`src/rtl/mmcm_drp_pkg.sv`:
```
// Shared types and constants for the MMCME2 DRP reconfiguration sequencer.
package mmcm_drp_pkg;

    typedef enum logic [3:0] {
        ST_IDLE,
        ST_CHECK,
        ST_RST_ON,
        ST_RD,
        ST_RD_WAIT,
        ST_WR,
        ST_WR_WAIT,
        ST_VFY,
        ST_VFY_WAIT,
        ST_RELEASE,
        ST_LOCK_WAIT,
        ST_FIN
    } state_t;

    // Layout of the register currently being rewritten.
    typedef enum logic [1:0] {
        K_REG1,
        K_REG2,
        K_DIVCLK
    } reg_kind_t;

    localparam logic [6:0] ADDR_CLKFB_REG1 = 7'h14;
    localparam logic [6:0] ADDR_CLKFB_REG2 = 7'h15;
    localparam logic [6:0] ADDR_DIVCLK     = 7'h16;

    // Bits of the old register contents that survive the rewrite.
    localparam logic [15:0] KEEP_REG1   = 16'h1000;
    localparam logic [15:0] KEEP_REG2   = 16'hFF00;
    localparam logic [15:0] KEEP_DIVCLK = 16'hC000;

    localparam logic [2:0] ERR_OK       = 3'd0;
    localparam logic [2:0] ERR_CFG      = 3'd1;
    localparam logic [2:0] ERR_DRDY     = 3'd2;
    localparam logic [2:0] ERR_LOCK     = 3'd3;
    localparam logic [2:0] ERR_READBACK = 3'd4;

    localparam logic [6:0] DIV_MIN = 7'd1;
    localparam logic [6:0] DIV_MAX = 7'd126;

    // REG1 address of CLKOUTn; REG2 is always the next address.
    function automatic logic [6:0] clkout_reg1_addr(input int n);
        case (n)
            0:       return 7'h08;
            1:       return 7'h0A;
            2:       return 7'h0C;
            3:       return 7'h0E;
            4:       return 7'h10;
            5:       return 7'h06;
            6:       return 7'h12;
            default: return 7'h08;
        endcase
    endfunction

endpackage

```
`src/rtl/mmcm_div_encode.sv`:
```
// Integer divide value to MMCM counter fields (high/low time, edge, no_count).
module mmcm_div_encode (
    input  logic [6:0] d,
    output logic [5:0] high,
    output logic [5:0] low,
    output logic       edge_bit,
    output logic       no_count
);

    // Divide-by-1 bypasses the counter; otherwise split d into high and low halves.
    always_comb begin
        if (d == 7'd1) begin
            high     = 6'd1;
            low      = 6'd1;
            edge_bit = 1'b0;
            no_count = 1'b1;
        end else begin
            high     = d[6:1];
            low      = 6'(d - {1'b0, d[6:1]});
            edge_bit = d[0];
            no_count = 1'b0;
        end
    end

endmodule

```
`src/rtl/mmcm_drp_seq.sv`:
```
// MMCME2 DRP reconfiguration sequencer: validates divides, read-modify-writes
// every counter register with the MMCM in reset, then waits for lock.
// Optional build macro MMCM_DRP_READBACK_EN adds a verify read after each write.
module mmcm_drp_seq
    import mmcm_drp_pkg::*;
#(
    parameter int NUM_CLKOUT   = 2,
    parameter int DRDY_TIMEOUT = 64,
    parameter int LOCK_TIMEOUT = 65535
) (
    input  logic                    clk,
    input  logic                    rst,
    input  logic                    start,
    input  logic [7*NUM_CLKOUT-1:0] clkout_div,
    input  logic [6:0]              fb_mult,
    input  logic [6:0]              divclk_div,
    output logic                    busy,
    output logic                    done,
    output logic [2:0]              err_code,
    output logic [6:0]              daddr,
    output logic [15:0]             di,
    input  logic [15:0]             do_in,
    output logic                    den,
    output logic                    dwe,
    input  logic                    drdy,
    output logic                    mmcm_rst,
    input  logic                    locked
);

    localparam int NREG = 2 * NUM_CLKOUT + 3;
    localparam int IW   = $clog2(NREG);
    localparam int TMAX = (LOCK_TIMEOUT > DRDY_TIMEOUT) ? LOCK_TIMEOUT : DRDY_TIMEOUT;
    localparam int TW   = $clog2(TMAX + 1);

    state_t          state_reg;
    logic [6:0]      div_reg [NUM_CLKOUT];
    logic [6:0]      fb_reg;
    logic [6:0]      dc_reg;
    logic [IW-1:0]   idx_reg;
    logic [15:0]     old_reg;
    logic [TW-1:0]   timer_reg;

    logic [NUM_CLKOUT+1:0] div_ok;
    logic [6:0]      cur_div;
    logic [6:0]      cur_addr;
    reg_kind_t       cur_kind;
    logic [5:0]      enc_high;
    logic [5:0]      enc_low;
    logic            enc_edge;
    logic            enc_nc;
    logic [15:0]     wr_data;
    logic            last_reg;
    logic            drp_expired;
    logic            lock_expired;

    genvar gi;
    generate
        for (gi = 0; gi < NUM_CLKOUT; gi++) begin : g_chk
            assign div_ok[gi] = (div_reg[gi] >= DIV_MIN) && (div_reg[gi] <= DIV_MAX);
        end
    endgenerate
    assign div_ok[NUM_CLKOUT]   = (fb_reg >= DIV_MIN) && (fb_reg <= DIV_MAX);
    assign div_ok[NUM_CLKOUT+1] = (dc_reg >= DIV_MIN) && (dc_reg <= DIV_MAX);

    assign last_reg     = (idx_reg == IW'(NREG - 1));
    assign drp_expired  = (timer_reg == TW'(DRDY_TIMEOUT - 1));
    assign lock_expired = (timer_reg == TW'(LOCK_TIMEOUT - 1));

    // Map the register-list index to its divide value, address and field layout.
    always_comb begin
        cur_div  = dc_reg;
        cur_addr = ADDR_DIVCLK;
        cur_kind = K_DIVCLK;
        if (idx_reg == IW'(NREG - 3)) begin
            cur_div  = fb_reg;
            cur_addr = ADDR_CLKFB_REG1;
            cur_kind = K_REG1;
        end else if (idx_reg == IW'(NREG - 2)) begin
            cur_div  = fb_reg;
            cur_addr = ADDR_CLKFB_REG2;
            cur_kind = K_REG2;
        end
        for (int n = 0; n < NUM_CLKOUT; n++) begin
            if (idx_reg == IW'(2 * n)) begin
                cur_div  = div_reg[n];
                cur_addr = clkout_reg1_addr(n);
                cur_kind = K_REG1;
            end else if (idx_reg == IW'(2 * n + 1)) begin
                cur_div  = div_reg[n];
                cur_addr = clkout_reg1_addr(n) | 7'h01;
                cur_kind = K_REG2;
            end
        end
    end

    mmcm_div_encode u_enc (
        .d        (cur_div),
        .high     (enc_high),
        .low      (enc_low),
        .edge_bit (enc_edge),
        .no_count (enc_nc)
    );

    // Merge the new counter fields into the preserved bits of the value just read.
    always_comb begin
        case (cur_kind)
            K_REG1:  wr_data = (old_reg & KEEP_REG1) | {4'b0, enc_high, enc_low};
            K_REG2:  wr_data = (old_reg & KEEP_REG2) | {8'b0, enc_edge, enc_nc, 6'b0};
            default: wr_data = (old_reg & KEEP_DIVCLK) | {2'b0, enc_edge, enc_nc, enc_high, enc_low};
        endcase
    end

    // Sequencer FSM with all DRP and handshake outputs registered.
    always_ff @(posedge clk) begin
        if (rst) begin
            state_reg <= ST_IDLE;
            busy      <= 1'b0;
            done      <= 1'b0;
            err_code  <= ERR_OK;
            daddr     <= 7'd0;
            di        <= 16'd0;
            den       <= 1'b0;
            dwe       <= 1'b0;
            mmcm_rst  <= 1'b0;
            idx_reg   <= '0;
            old_reg   <= 16'd0;
            timer_reg <= '0;
            fb_reg    <= 7'd0;
            dc_reg    <= 7'd0;
            for (int n = 0; n < NUM_CLKOUT; n++) div_reg[n] <= 7'd0;
        end else begin
            done <= 1'b0;
            den  <= 1'b0;
            dwe  <= 1'b0;
            case (state_reg)
                ST_IDLE: begin
                    if (start && !busy) begin
                        for (int n = 0; n < NUM_CLKOUT; n++) div_reg[n] <= clkout_div[7*n +: 7];
                        fb_reg    <= fb_mult;
                        dc_reg    <= divclk_div;
                        err_code  <= ERR_OK;
                        busy      <= 1'b1;
                        idx_reg   <= '0;
                        state_reg <= ST_CHECK;
                    end
                end
                ST_CHECK: begin
                    if (&div_ok) begin
                        state_reg <= ST_RST_ON;
                    end else begin
                        err_code  <= ERR_CFG;
                        state_reg <= ST_FIN;
                    end
                end
                ST_RST_ON: begin
                    mmcm_rst  <= 1'b1;
                    state_reg <= ST_RD;
                end
                ST_RD: begin
                    den       <= 1'b1;
                    daddr     <= cur_addr;
                    timer_reg <= '0;
                    state_reg <= ST_RD_WAIT;
                end
                ST_RD_WAIT: begin
                    if (drdy) begin
                        old_reg   <= do_in;
                        state_reg <= ST_WR;
                    end else if (drp_expired) begin
                        err_code  <= ERR_DRDY;
                        mmcm_rst  <= 1'b0;
                        state_reg <= ST_FIN;
                    end else begin
                        timer_reg <= timer_reg + 1'b1;
                    end
                end
                ST_WR: begin
                    den       <= 1'b1;
                    dwe       <= 1'b1;
                    di        <= wr_data;
                    timer_reg <= '0;
                    state_reg <= ST_WR_WAIT;
                end
                ST_WR_WAIT: begin
                    if (drdy) begin
`ifdef MMCM_DRP_READBACK_EN
                        state_reg <= ST_VFY;
`else
                        if (last_reg) begin
                            state_reg <= ST_RELEASE;
                        end else begin
                            idx_reg   <= idx_reg + 1'b1;
                            state_reg <= ST_RD;
                        end
`endif
                    end else if (drp_expired) begin
                        err_code  <= ERR_DRDY;
                        mmcm_rst  <= 1'b0;
                        state_reg <= ST_FIN;
                    end else begin
                        timer_reg <= timer_reg + 1'b1;
                    end
                end
`ifdef MMCM_DRP_READBACK_EN
                ST_VFY: begin
                    den       <= 1'b1;
                    timer_reg <= '0;
                    state_reg <= ST_VFY_WAIT;
                end
                ST_VFY_WAIT: begin
                    if (drdy) begin
                        if (do_in != di) begin
                            err_code  <= ERR_READBACK;
                            mmcm_rst  <= 1'b0;
                            state_reg <= ST_FIN;
                        end else if (last_reg) begin
                            state_reg <= ST_RELEASE;
                        end else begin
                            idx_reg   <= idx_reg + 1'b1;
                            state_reg <= ST_RD;
                        end
                    end else if (drp_expired) begin
                        err_code  <= ERR_DRDY;
                        mmcm_rst  <= 1'b0;
                        state_reg <= ST_FIN;
                    end else begin
                        timer_reg <= timer_reg + 1'b1;
                    end
                end
`endif
                ST_RELEASE: begin
                    mmcm_rst  <= 1'b0;
                    timer_reg <= '0;
                    state_reg <= ST_LOCK_WAIT;
                end
                ST_LOCK_WAIT: begin
                    if (locked) begin
                        state_reg <= ST_FIN;
                    end else if (lock_expired) begin
                        err_code  <= ERR_LOCK;
                        state_reg <= ST_FIN;
                    end else begin
                        timer_reg <= timer_reg + 1'b1;
                    end
                end
                ST_FIN: begin
                    done      <= 1'b1;
                    busy      <= 1'b0;
                    state_reg <= ST_IDLE;
                end
                default: state_reg <= ST_IDLE;
            endcase
        end
    end

endmodule
```
`config.mk`:
```
export PLATFORM = sky130hd
export DESIGN_NAME = mmcm_drp_seq
export DESIGN_NICKNAME = d
export VERILOG_FILES = /design/src/rtl/mmcm_drp_pkg.sv /design/src/rtl/mmcm_div_encode.sv /design/src/rtl/mmcm_drp_seq.sv
export SDC_FILE = /design/constraint.sdc
export NUM_CORES = 1
export LEC_CHECK = 0
export CAP_MARGIN = 10
export CORE_MARGIN = 2
export CORE_UTILIZATION = 27
export CTS_CLUSTER_SIZE = 24
export DETAILED_ROUTE_END_ITERATION = 8
export PLACE_DENSITY_LB_ADDON = 0.12
export SLEW_MARGIN = 20
export SYNTH_ARGS = -nofsm -noshare
export SYNTH_HDL_FRONTEND = slang
export SYNTH_HIERARCHICAL = 1
export SYNTH_SLANG_ARGS = --single-unit
```
`constraint.sdc`:
```
create_clock -name clk -period 2.8 [get_ports clk]
set_input_delay 0.56 -clock clk [delete_from_list [all_inputs] [get_ports clk]]
set_output_delay 0.56 -clock clk [all_outputs]
set_load 0.01 [all_outputs]
```
==> flow_summary.yaml <==
final_layout:
  areaGrowthSynthToFinish_pct: 30.2
  drive_gt1_frac: 0.137
  nets: 690
  mostFrequentLayoutCell: "nor2_1"
  n_antenna_cell: 0
  fillCellCount: 1699
  multi_input_area_um2: 2550
  final_cell_mix: "nor2_1, dfxtp_1, nand2_1, clkdlybuf4s50_1, a21oi_1"
  utilization: 0.360
  regArea_um2: 1860
sta:
  period_share: 0.942
  setup_viol: 0
  skew_ps: 8.09
  period_minus_slack_ps: 2640
  maxSlewViolCount: 0
  max_slew.worst_pin.slew_ps: 680
  worst_hold_slack_ps: 448
  hold_viol_final: 0
  max_freq_ghz: 0.379
  maxSlewHeadroom: 0.547
synthesis:
  syn_area_um2: 4600
  synth-edff-count: 14
  yosys.cell_types.count: 62
  syn_inst: 550
  ys_seq_area_frac: 0.405
  synth.avg_cell_area_um2: 8.36
  ys.flop_type: "dfxtp_1"
  synth_seq_cells: 86
  synth_warnings: 6
  synthArstFlopShare: 0
grt:
  grt_overflow: 0
  antenna_found_initial: 0
  grt_usage: 0.137
  grt_pass1_wl_um: 19600
  grt_max_degree: 41
  grt_pass1_vias: 3900
run_status:
  status: "finished, final reports clean"
setup_path:
  end_kind: "flip-flop"
  cp_slowest_cell: "dfxtp_2"
  cp.arrival_ps: 2920
  path_delay_family: "compound AO/OA/AOI/OAI gates"
  start_kind: "flip-flop"
  crit_type: "reg2reg"
  path_cells: "inv_2 -> ha_4 -> nor2_2 -> clkdlybuf4s15_2 -> a21oi_1 -> o21ai_2 -> buf_4 -> ha_1 -> nor2b_1 -> o21ba_2 -> o21a_1 -> nor3_2 -> nand3_1 -> a21oi_1"
  cp.required_ps: 3080
  critPathBufInv: 3
  critPathMaxFanout: 4
  crit_top_cell: "a21oi_1"
  critPathMaxStageDelay_ps: 390
job:
  cap_violations: 0
routing:
  wl_per_cell_um: 14.1
  firstDrtPassIters: 4
  totalWireLength_um: 12000
  first_iter_violations: 227
  vias: 3997
  ant_nets: 0
  drc_errors: 0
  routed_via_density: 4.70
floorplan:
  die_h_um: 135
  initial_utilization: 0.276
  io_pins: 80
  coreArea_um2: 16600
  die_w_um: 135
  std_cell_rows: 47
  fp.dieArea_um2: 18100
placement:
  gp_congestion: 0.841
  port_buffers: 68
  hpwl_um: 8700
hold_path:
  hold_path_class: "reg2reg"
clock_tree:
  cts_tree: "yes"
  cts_buffers: 9
  hold_buffers: 0
  htree_num_levels: 3
  clockBufferDepth: 2
  clock_latency_ps: 350
  ctsRootBufferMaster: "clkbuf_16"
  clock_sinks: 86
  path_clk_slew_ps: 60
pwr:
  p_leak_nw: 2.27
  ir_worst_vdd_mv: 0.326
  p_per_area_nw_per_um2: 703
  power_mw: 4.21
-- worst reg2reg max path: stages, from the launching register on --
cell and delay [ps]:
dfxtp_2 390, inv_2 80, ha_4 160, nor2_2 150, clkdlybuf4s15_2 260, a21oi_1 100, o21ai_2 230, buf_4 150
ha_1 210, nor2b_1 150, o21ba_2 200, o21a_1 170, nor3_2 100, nand3_1 80, a21oi_1 140
-- cells by family (layout without fill, tap and decap cells) --
kind of cell    count (synthesis)  count (layout)  share of synthesized area
compound gates                 90              90                      0.122
xor+xnor                       17              17                     0.0324
fa+ha+maj                      16              16                     0.0452
buf+inv                        55             133                     0.0550
flops                          86              86                      0.405
mux                            20              20                     0.0438
other cells                     1               3                   0.000816
simple gates                  265             265                      0.296
-- report_power, final --
group | switching [mW] | internal [mW] | leakage (nW)
sequential | 0.181 | 1.43 | 0.733
clock | 0.505 | 0.708 | 0.149
combinational | 0.737 | 0.644 | 1.38
-- through the flow --
step                      setup TNS, ps  cells  setup WS (ps)  instance area (um^2)
after global placement            -39.4    829          -39.4                  5580
after global routing              -5.45    850          -5.45                  5990
after CTS                             0    845           2.87                  5890
after floorplan                   -79.8    552          -79.8                  4610
after detailed placement           -241    829           -109                  5580
final                                 0    850            162                  5990
-- final cells by class --
| type | instances | share of cell area |
|---|---|---|
| inverters | 15 | 0.00982 |
| flip-flops and latches | 86 | 0.311 |
| well taps | 220 | 0.0460 |
| repair buffers | 102 | 0.156 |
| clock inverters | 4 | 0.00439 |
| multi-input cells | 411 | 0.426 |
| clock buffers | 12 | 0.0466 |
-- routing by layer --
metal	vias up	GRT usage	part of all wire
met2	87	0.208	0.45
li1	2057	-	-
met3	17	0.0225	0.036
met4	0	0.0661	0.022
met1	1836	0.188	0.50
met5	-	0	0
-- repair_timing --
item,in CTS,in global routing
setup endpoints to repair,10,12
gates cloned,0,1
buffers inserted,0,4
resized for setup,5,20
pin swaps,0,10
-- path summary, 6_finish.rpt --
check,startpoint,endpoint,slack [ps],cells after the start
max reg2reg,idx_reg[0]$_SDFFE_PP0P_,di[3]$_SDFFE_PP0P_,160,14
max,idx_reg[0]$_SDFFE_PP0P_,di[3]$_SDFFE_PP0P_,160,14
min reg2reg,di[3]$_SDFFE_PP0P_,di[3]$_SDFFE_PP0P_,450,2
min,di[3]$_SDFFE_PP0P_,di[3]$_SDFFE_PP0P_,450,2
-- Yosys cell counts (8+ instances only) --
cell type | n | area [um^2]
inv_1 | 15 | 56.3
clkbuf_1 | 24 | 90.1
nand4_1 | 17 | 106
dfxtp_1 | 72 | 1440
and2_1 | 19 | 119
edfxtp_1 | 14 | 420
o21ai_0 | 12 | 60.1
nand3_1 | 18 | 90.1
a21oi_1 | 45 | 225
nand2b_1 | 8 | 50.1
xor2_1 | 13 | 114
nor2_1 | 73 | 274
mux2i_1 | 19 | 190
nor3_1 | 12 | 60.1
nand2_1 | 69 | 259
ha_1 | 15 | 188
Power figures use the tool's default switching activity.
